File: src/rtl/tcs_pkg.sv
// Shared types and constants for the TCS3200 colour capture block.
package tcs_pkg;

   typedef enum logic [1:0] {
      IDLE   = 2'd0,
      SETTLE = 2'd1,
      GATE   = 2'd2,
      STORE  = 2'd3
   } state_e;

   localparam logic [1:0] FILT_R = 2'b00;
   localparam logic [1:0] FILT_G = 2'b11;
   localparam logic [1:0] FILT_B = 2'b01;

   localparam int CNT_W = 16;

   // Shift the raw count down, then clamp anything that still overflows a byte.
   function automatic logic [7:0] scale_sat(input logic [CNT_W-1:0] raw,
                                            input int unsigned     sh);
      logic [CNT_W-1:0] shifted;
      shifted = raw >> sh;
      return (|shifted[CNT_W-1:8]) ? 8'hFF : shifted[7:0];
   endfunction

endpackage

File: src/rtl/tcs_edge_counter.sv
// Synchronises the sensor square wave, detects rising edges and counts them
// with saturation while cnt_en is high.
module tcs_edge_counter
   import tcs_pkg::*;
(
   input  logic             clk,
   input  logic             rst,
   input  logic             sensor,
   input  logic             clr,
   input  logic             cnt_en,
   output logic [CNT_W-1:0] count
);

   logic sync_a;
   logic sync_b;
   logic prev;
   logic pulse;

   // Pin-to-pulse latency is three cycles: two synchroniser flops plus the
   // registered edge detect.
   always_ff @(posedge clk) begin
      if (rst) begin
         sync_a <= 1'b0;
         sync_b <= 1'b0;
         prev   <= 1'b0;
         pulse  <= 1'b0;
         count  <= '0;
      end else begin
         sync_a <= sensor;
         sync_b <= sync_a;
         prev   <= sync_b;
         pulse  <= sync_b & ~prev;
         if (clr)
            count <= '0;
         else if (cnt_en && pulse && (count != {CNT_W{1'b1}}))
            count <= count + 1'b1;
      end
   end

endmodule

File: src/rtl/tcs3200_capture.sv
// TCS3200 front end: steps the filter through R, G, B, counts sensor edges
// over a fixed gate per filter and publishes a scaled RGB frame.
module tcs3200_capture
   import tcs_pkg::*;
#(
   parameter int unsigned GATE_CYCLES   = 500_000,
   parameter int unsigned SETTLE_CYCLES = 5_000,
   parameter int unsigned SHIFT         = 4,
   parameter logic [1:0]  FREQ_SCALE    = 2'b10
)(
   input  logic       sys_clk,
   input  logic       sys_rst,
   input  logic       en,
   input  logic       sensor_out,
   output logic       s0,
   output logic       s1,
   output logic       s2,
   output logic       s3,
   output logic       oe_n,
   output logic [7:0] data_r,
   output logic [7:0] data_g,
   output logic [7:0] data_b,
   output logic       data_valid,
   output state_e     state
);

   // data_valid is a one-cycle strobe with no ready: data_r/g/b change only in
   // the cycle it is high and hold until the next strobe.

   logic [1:0]       ch;
   logic [1:0]       filt;
   logic [31:0]      timer;
   logic [7:0]       hold_r;
   logic [7:0]       hold_g;
   logic [CNT_W-1:0] count;
   logic [7:0]       scaled;
   logic             clr;
   logic             cnt_en;

   assign s0 = FREQ_SCALE[1];
   assign s1 = FREQ_SCALE[0];
   assign s2 = filt[1];
   assign s3 = filt[0];

   // Counter is held at zero outside the gate, so GATE always starts from 0.
   assign clr    = (state == IDLE) || (state == SETTLE);
   assign cnt_en = (state == GATE);
   assign scaled = scale_sat(count, SHIFT);

   tcs_edge_counter u_counter (
      .clk    (sys_clk),
      .rst    (sys_rst),
      .sensor (sensor_out),
      .clr    (clr),
      .cnt_en (cnt_en),
      .count  (count)
   );

   always_ff @(posedge sys_clk) begin
      if (sys_rst) begin
         state      <= IDLE;
         ch         <= 2'd0;
         filt       <= FILT_R;
         timer      <= '0;
         hold_r     <= '0;
         hold_g     <= '0;
         data_r     <= '0;
         data_g     <= '0;
         data_b     <= '0;
         data_valid <= 1'b0;
         oe_n       <= 1'b1;
      end else begin
         oe_n       <= ~en;
         data_valid <= 1'b0;
         if (!en) begin
            // Abandon any partial frame; published bytes stay untouched.
            state  <= IDLE;
            ch     <= 2'd0;
            filt   <= FILT_R;
            timer  <= '0;
            hold_r <= '0;
            hold_g <= '0;
         end else begin
            case (state)
               IDLE: begin
                  state <= SETTLE;
                  ch    <= 2'd0;
                  filt  <= FILT_R;
                  timer <= '0;
               end
               SETTLE: begin
                  if (timer == SETTLE_CYCLES - 1) begin
                     state <= GATE;
                     timer <= '0;
                  end else begin
                     timer <= timer + 32'd1;
                  end
               end
               GATE: begin
                  if (timer == GATE_CYCLES - 1) begin
                     state <= STORE;
                     timer <= '0;
                  end else begin
                     timer <= timer + 32'd1;
                  end
               end
               STORE: begin
                  state <= SETTLE;
                  case (ch)
                     2'd0: begin
                        hold_r <= scaled;
                        ch     <= 2'd1;
                        filt   <= FILT_G;
                     end
                     2'd1: begin
                        hold_g <= scaled;
                        ch     <= 2'd2;
                        filt   <= FILT_B;
                     end
                     default: begin
                        // Blue goes straight to the output alongside the held R/G.
                        data_r     <= hold_r;
                        data_g     <= hold_g;
                        data_b     <= scaled;
                        data_valid <= 1'b1;
                        ch         <= 2'd0;
                        filt       <= FILT_R;
                     end
                  endcase
               end
               default: state <= IDLE;
            endcase
         end
      end
   end

endmodule

File: config.mk
export PLATFORM = sky130hd
export DESIGN_NAME = tcs3200_capture
export DESIGN_NICKNAME = d
export VERILOG_FILES = /design/src/rtl/tcs_pkg.sv /design/src/rtl/tcs_edge_counter.sv /design/src/rtl/tcs3200_capture.sv
export SDC_FILE = /design/constraint.sdc
export NUM_CORES = 1
export LEC_CHECK = 0
export ABC_AREA = 1
export BUFFER_PORTS_ARGS = -buffer_cell sky130_fd_sc_hd__buf_2
export CAP_MARGIN = 15
export CORE_UTILIZATION = 40
export CTS_CLUSTER_SIZE = 12
export DETAILED_ROUTE_END_ITERATION = 7
export PLACE_DENSITY = 0.56
export SKIP_LAST_GASP = 1
export SLEW_MARGIN = 20
export SYNTH_ARGS = -nofsm -noshare
export SYNTH_HDL_FRONTEND = slang
export SYNTH_SLANG_ARGS = --single-unit
File: constraint.sdc
create_clock -name sys_clk -period 3.1 [get_ports sys_clk]
set_input_delay 0.155 -clock sys_clk [delete_from_list [all_inputs] [get_ports sys_clk]]
set_output_delay 0.155 -clock sys_clk [all_outputs]
set_load 0.02 [all_outputs]
* Word-level counts from Yosys, hierarchy flattened
Index checks and enable logic that the tools add are counted.
** Word-level totals
- Register bits after elaboration :: 100
- Latch bits :: 0
- Memory bits (writable) :: 0
- ROM bits :: 0
- Bits of input ports :: 4
- Output and inout port bits :: 32
- Logic and storage cells :: 61
- Memories :: 0
** Operators by class
- Add/sub/neg operators :: 2
- Multipliers :: 0
- Div/mod/pow operators :: 0
- $lt $le $gt $ge :: 0
- Equality and inequality tests :: 9
- Shifts and indexed selects :: 0
- Multiplexer cells :: 12
- Bitwise operators :: 5
- Reductions and logical operators :: 17
** Operators with widths (count)
- $pmux W32 S3 :: 1
- $mux W32 :: 2
- $add A32 B1 Y32 const B :: 1
- $eq A32 B13 Y1 const B :: 1
- $eq A32 B19 Y1 const B :: 1
- $add A16 B1 Y16 const B :: 1
- $ne A16 B16 Y1 const B :: 1
- $pmux W2 S2 :: 4
- $mux W8 :: 1
- $reduce_or A2 Y1 :: 4
- $pmux W2 S3 :: 1
- $reduce_and A2 Y1 :: 3
- $eq A2 B1 Y1 const B :: 2
- $eq A2 B2 Y1 const B :: 2
- $logic_not A2 Y1 :: 2
- $mux W2 :: 2
- $not A1 Y1 :: 4
- $reduce_or A4 Y1 :: 1
- $reduce_and A3 Y1 :: 1
- $reduce_bool A3 Y1 :: 1
- $reduce_or A3 Y1 :: 1
- $logic_and A1 B1 Y1 :: 2
- $ne A2 B1 Y1 const B :: 1
- $ne A2 B2 Y1 const B :: 1
- other kinds (4) :: 4

* Depth between registers and ports, before layout
- Depth after elaboration :: 4
- Depth in mapped cells :: 11
- Mapped depth without buffers :: 11

* By module
A second synthesis with hierarchy kept.
** Second synthesis, totals
- Cells, all modules :: 808
- Area, all modules :: 5171.2 um^2
** Modules (own cells, without submodules)
- tcs3200_capture :: times used 1, cells each 646, area an instance 4141.5 um^2, sequential area each 1581.5 um^2
- tcs_edge_counter :: times used 1, cells each 162, area an instance 1029.7 um^2, sequential area each 400.4 um^2

* Least setup slack after synthesis
OpenSTA, ideal clock, no wires.
- Kind :: reg-to-reg
- Start :: register state[0]
- End :: register timer[20]
- Setup time :: 68 ps
- Arrival time :: 1831 ps
- Data required time :: 3032 ps
- Setup slack :: 1201 ps
- Stages on the path, launching flop included :: 10
- Buffers on the path :: 1
- Cells stage by stage :: dfxtp_1 -> inv_1 -> ha_1 -> inv_1 -> nor2_2 -> inv_2 -> clkbuf_1 -> nor2_1 -> nand2_1 -> a21oi_2
** On the way
- Cells in the longest elaborated chain, start to end :: 2
- Elaborated cells between the ends (all ways) :: 5
** RTL lines
- start: declaration :: line tcs3200_capture.sv:24 : output state_e state
- start signal: assignment :: line tcs3200_capture.sv:61 : state <= IDLE;
- start signal: assignment :: line tcs3200_capture.sv:77 : state <= IDLE;
- start signal: assignment :: line tcs3200_capture.sv:86 : state <= SETTLE;
- $eq A2 B2 Y1 (tied with other cells) :: line tcs3200_capture.sv:84 : case (state)
- $pmux W32 S3 / $reduce_bool A3 Y1 (equally long branches)
- end signal: assignment :: line tcs3200_capture.sv:96 : timer <= timer + 32'd1;
- end signal: assignment :: line tcs3200_capture.sv:104 : timer <= timer + 32'd1;
- end: declaration :: line tcs3200_capture.sv:32 : logic [31:0] timer;
Parallel ways exist; a longest one is shown, timed or not.
A chain may end at the register's enable or synchronous reset.

* Worst setup path after layout
- Start :: register state[0]
- End :: register timer[11]
Same word-level chain as after synthesis.

==> results.ini <==
[route]
detail-route-antenna-nets = 0
drt-pass1-iter-count = 4
drc = 0
num_vias = 4657
drt_wl_total_um = 12100
drt-wirelength-per-cell_um = 12.71
drtIter0Drc = 205
vias_per_cell = 4.892

[run]
cap_violations = 0

[synth]
syn_inst = 754
syn_area_um2 = 4970
ys_seq_elements = 99
async_flop_share_pct = 0
synth_cell_type_count = 27
ys.flop_type = dfxtp_1
syn_nets = 766
yosysTopAreaCellShare_pct = 39.88
synth-edff-count = 0
avgSynthCellArea_um2 = 6.591
synthTopCellsByArea = dfxtp_1 40%, nand2_1 17%, a21oi_1 8.8%
ys_warn_count = 0
yosysSeqAreaShare_pct = 39.88
synth_top_area_cell = dfxtp_1

[timing]
holdWs_ns = 0.01071
worst_pin_slew_ns = 0.9674
rsz0062_at_grt = no
fin_worst_skew_ns = 0.009225
slew-limit-headroom_pct = 35.27
fmax_mhz = 439.6
hold_viol_final = 0
setup_viol = 0
layout_min_cycle_time_ns = 2.275
drv_slew = 0
finalSetupTns_ns = 0
fin_crit_sh_pct = 73.38

[setup_path]
arrival_ns = 2.56
worstPathCellList = inv_1 > ha_1 > inv_1 > nor2_2 > inv_2 > o21ai_0 > nand3_1 > a21oi_1
end_kind = flip-flop
critPathTopFamily = buffers and inverters
startpoint_type = flip-flop
cp_num_buf_inv = 3
cp_common_cell = inv_1
slowest_stage = dfxtp_1
critPathKind = flip-flop to flip-flop
path_max_fanout = 18
crit_path_max_incr_delay_ns = 0.43
cp_data_required_time_ns = 3.38

[place]
place_inst = 936
dp_hpwl_um = 8549
gp_congestion = 0.8781
portBuffers = 33

[final_layout]
final_core_util_pct = 46.44
layout_common_cells = 222 x nand2_1, 103 x nor2_1, 99 x dfxtp_1, 87 x a21oi_1, 64 x inv_1
instances_no_fill = 952
syn_to_final_growth_pct = 12.71
layout_commonest_cell = nand2_1
layout-drive-gt1-share_pct = 10.59
diodes = 0
finalNetCount = 791

[pwr]
powerDensity_nw_per_um2 = 477.0
ir_drop_uv = 317.7
p_leak_nw = 2.073

[outcome]
status = complete, no violations

[floorplan]
pin_count = 36
die_width_um = 113.5
start_util_pct = 41.20
core_um2 = 12060
dieArea_um2 = 12870
die_height_um = 113.5
fp-row-count = 40

[grt]
grt_first_pass_wirelength_um = 20980
overflow = 0
grt_max_degree = 35
grt_use_total_pct = 20.37
grt_pass1_vias = 4369
antenna_found_initial = 0

[clocking]
ctsResizeCount = 0
postCtsHoldBufs = 0
numCtsBuffers = 9
clockBufferDepth = 2
clk_latency_ns = 0.35
clock-root-buffer = clkbuf_16
cts.reportedPaths.clkPinSlew_ns = 0.07
clock-sinks = 99
htreeDepth = 3
cts_tree = yes
post_cts.repair.setup_buffers = 0

[min_path]
worstHoldPathType = primary input to flip-flop

[metal layers]
| metal | track usage [%] | part of all wire (%) |
|---|---|---|
| met5 | 0 | 0 |
| met3 | 4.145 | 3.0 |
| met4 | 6.228 | 1.9 |
| met2 | 35.81 | 48 |
| met1 | 24.97 | 47 |
[sequential cells by signal, summed over array words and instances, names as in the netlist]
register          count
hold_g                8
ch                    2
u_counter.pulse       1
u_counter.sync_b      1
data_b                8
oe_n                  1
state                 2
hold_r                8
u_counter.sync_a      1
timer                32
data_r                8
u_counter.count      16
u_counter.prev        1
filt                  1
data_g                8
data_valid            1
[power breakdown]
| part | total [mW] | internal, mW | switching, mW |
|---|---|---|---|
| clock network | 1.28 | 0.732 | 0.552 |
| registers | 1.28 | 1.28 | 0.00456 |
| logic | 0.106 | 0.0228 | 0.0829 |
[worst register-to-register path: stages (launching register included)]
cell and delay, ns:
dfxtp_1 0.43, inv_1 0.12, ha_1 0.39, inv_1 0.11, nor2_2 0.39, inv_2 0.29
o21ai_0 0.25, nand3_1 0.10, a21oi_1 0.14
[synth_stat cells (8+ instances only)]
master,count
dfxtp_1,99
nand2_2,10
nand3_1,42
clkbuf_1,16
ha_1,8
o21ai_0,41
nor3_1,10
nand2_1,222
xor2_1,12
inv_1,64
nor2_1,103
a21oi_1,87
[cell type report]
class                           instances  area (um^2)
Tap cell                              168        210.2
Multi-Input combinational cell        563         2606
Fill cell                            1283         6460
Inverter                               67        251.5
Sequential cell                        99         1982
Clock buffer                            9        225.2
Timing Repair Buffer                   39        210.2
Clock inverter                          7        116.4
[through the flow]
step                instance area, um^2  setup WS (ns)  total power, mW
floorplan                          4970          1.201            1.392
global placement                   5260         0.9898            1.416
detailed placement                 5260         0.8278            1.418
CTS                                5602         0.8154            2.699
global route                       5602         0.5641            2.759
finish                             5602         0.8251            2.672
[worst paths after layout]
kind                  startpoint          endpoint  slack (ns)  depth (start not counted)
setup / recovery        state[0]         timer[11]        0.83                          8
hold / removal        sensor_out  u_counter.sync_a        0.01                          3
setup reg to reg        state[0]         timer[11]        0.83                          8
hold reg to reg   u_counter.prev   u_counter.pulse        0.39                          1
[cells by family after synthesis]
| logic type | Yosys count | share of synthesized area, % |
|---|---|---|
| xor+xnor | 12 | 2.115 |
| flops | 99 | 39.88 |
| fa+ha+maj | 8 | 2.014 |
| buf+inv | 92 | 7.679 |
| compound gates | 133 | 13.75 |
| simple gates | 408 | 34.42 |
| other cells | 2 | 0.1511 |
Power figures use the tool's default switching activity.
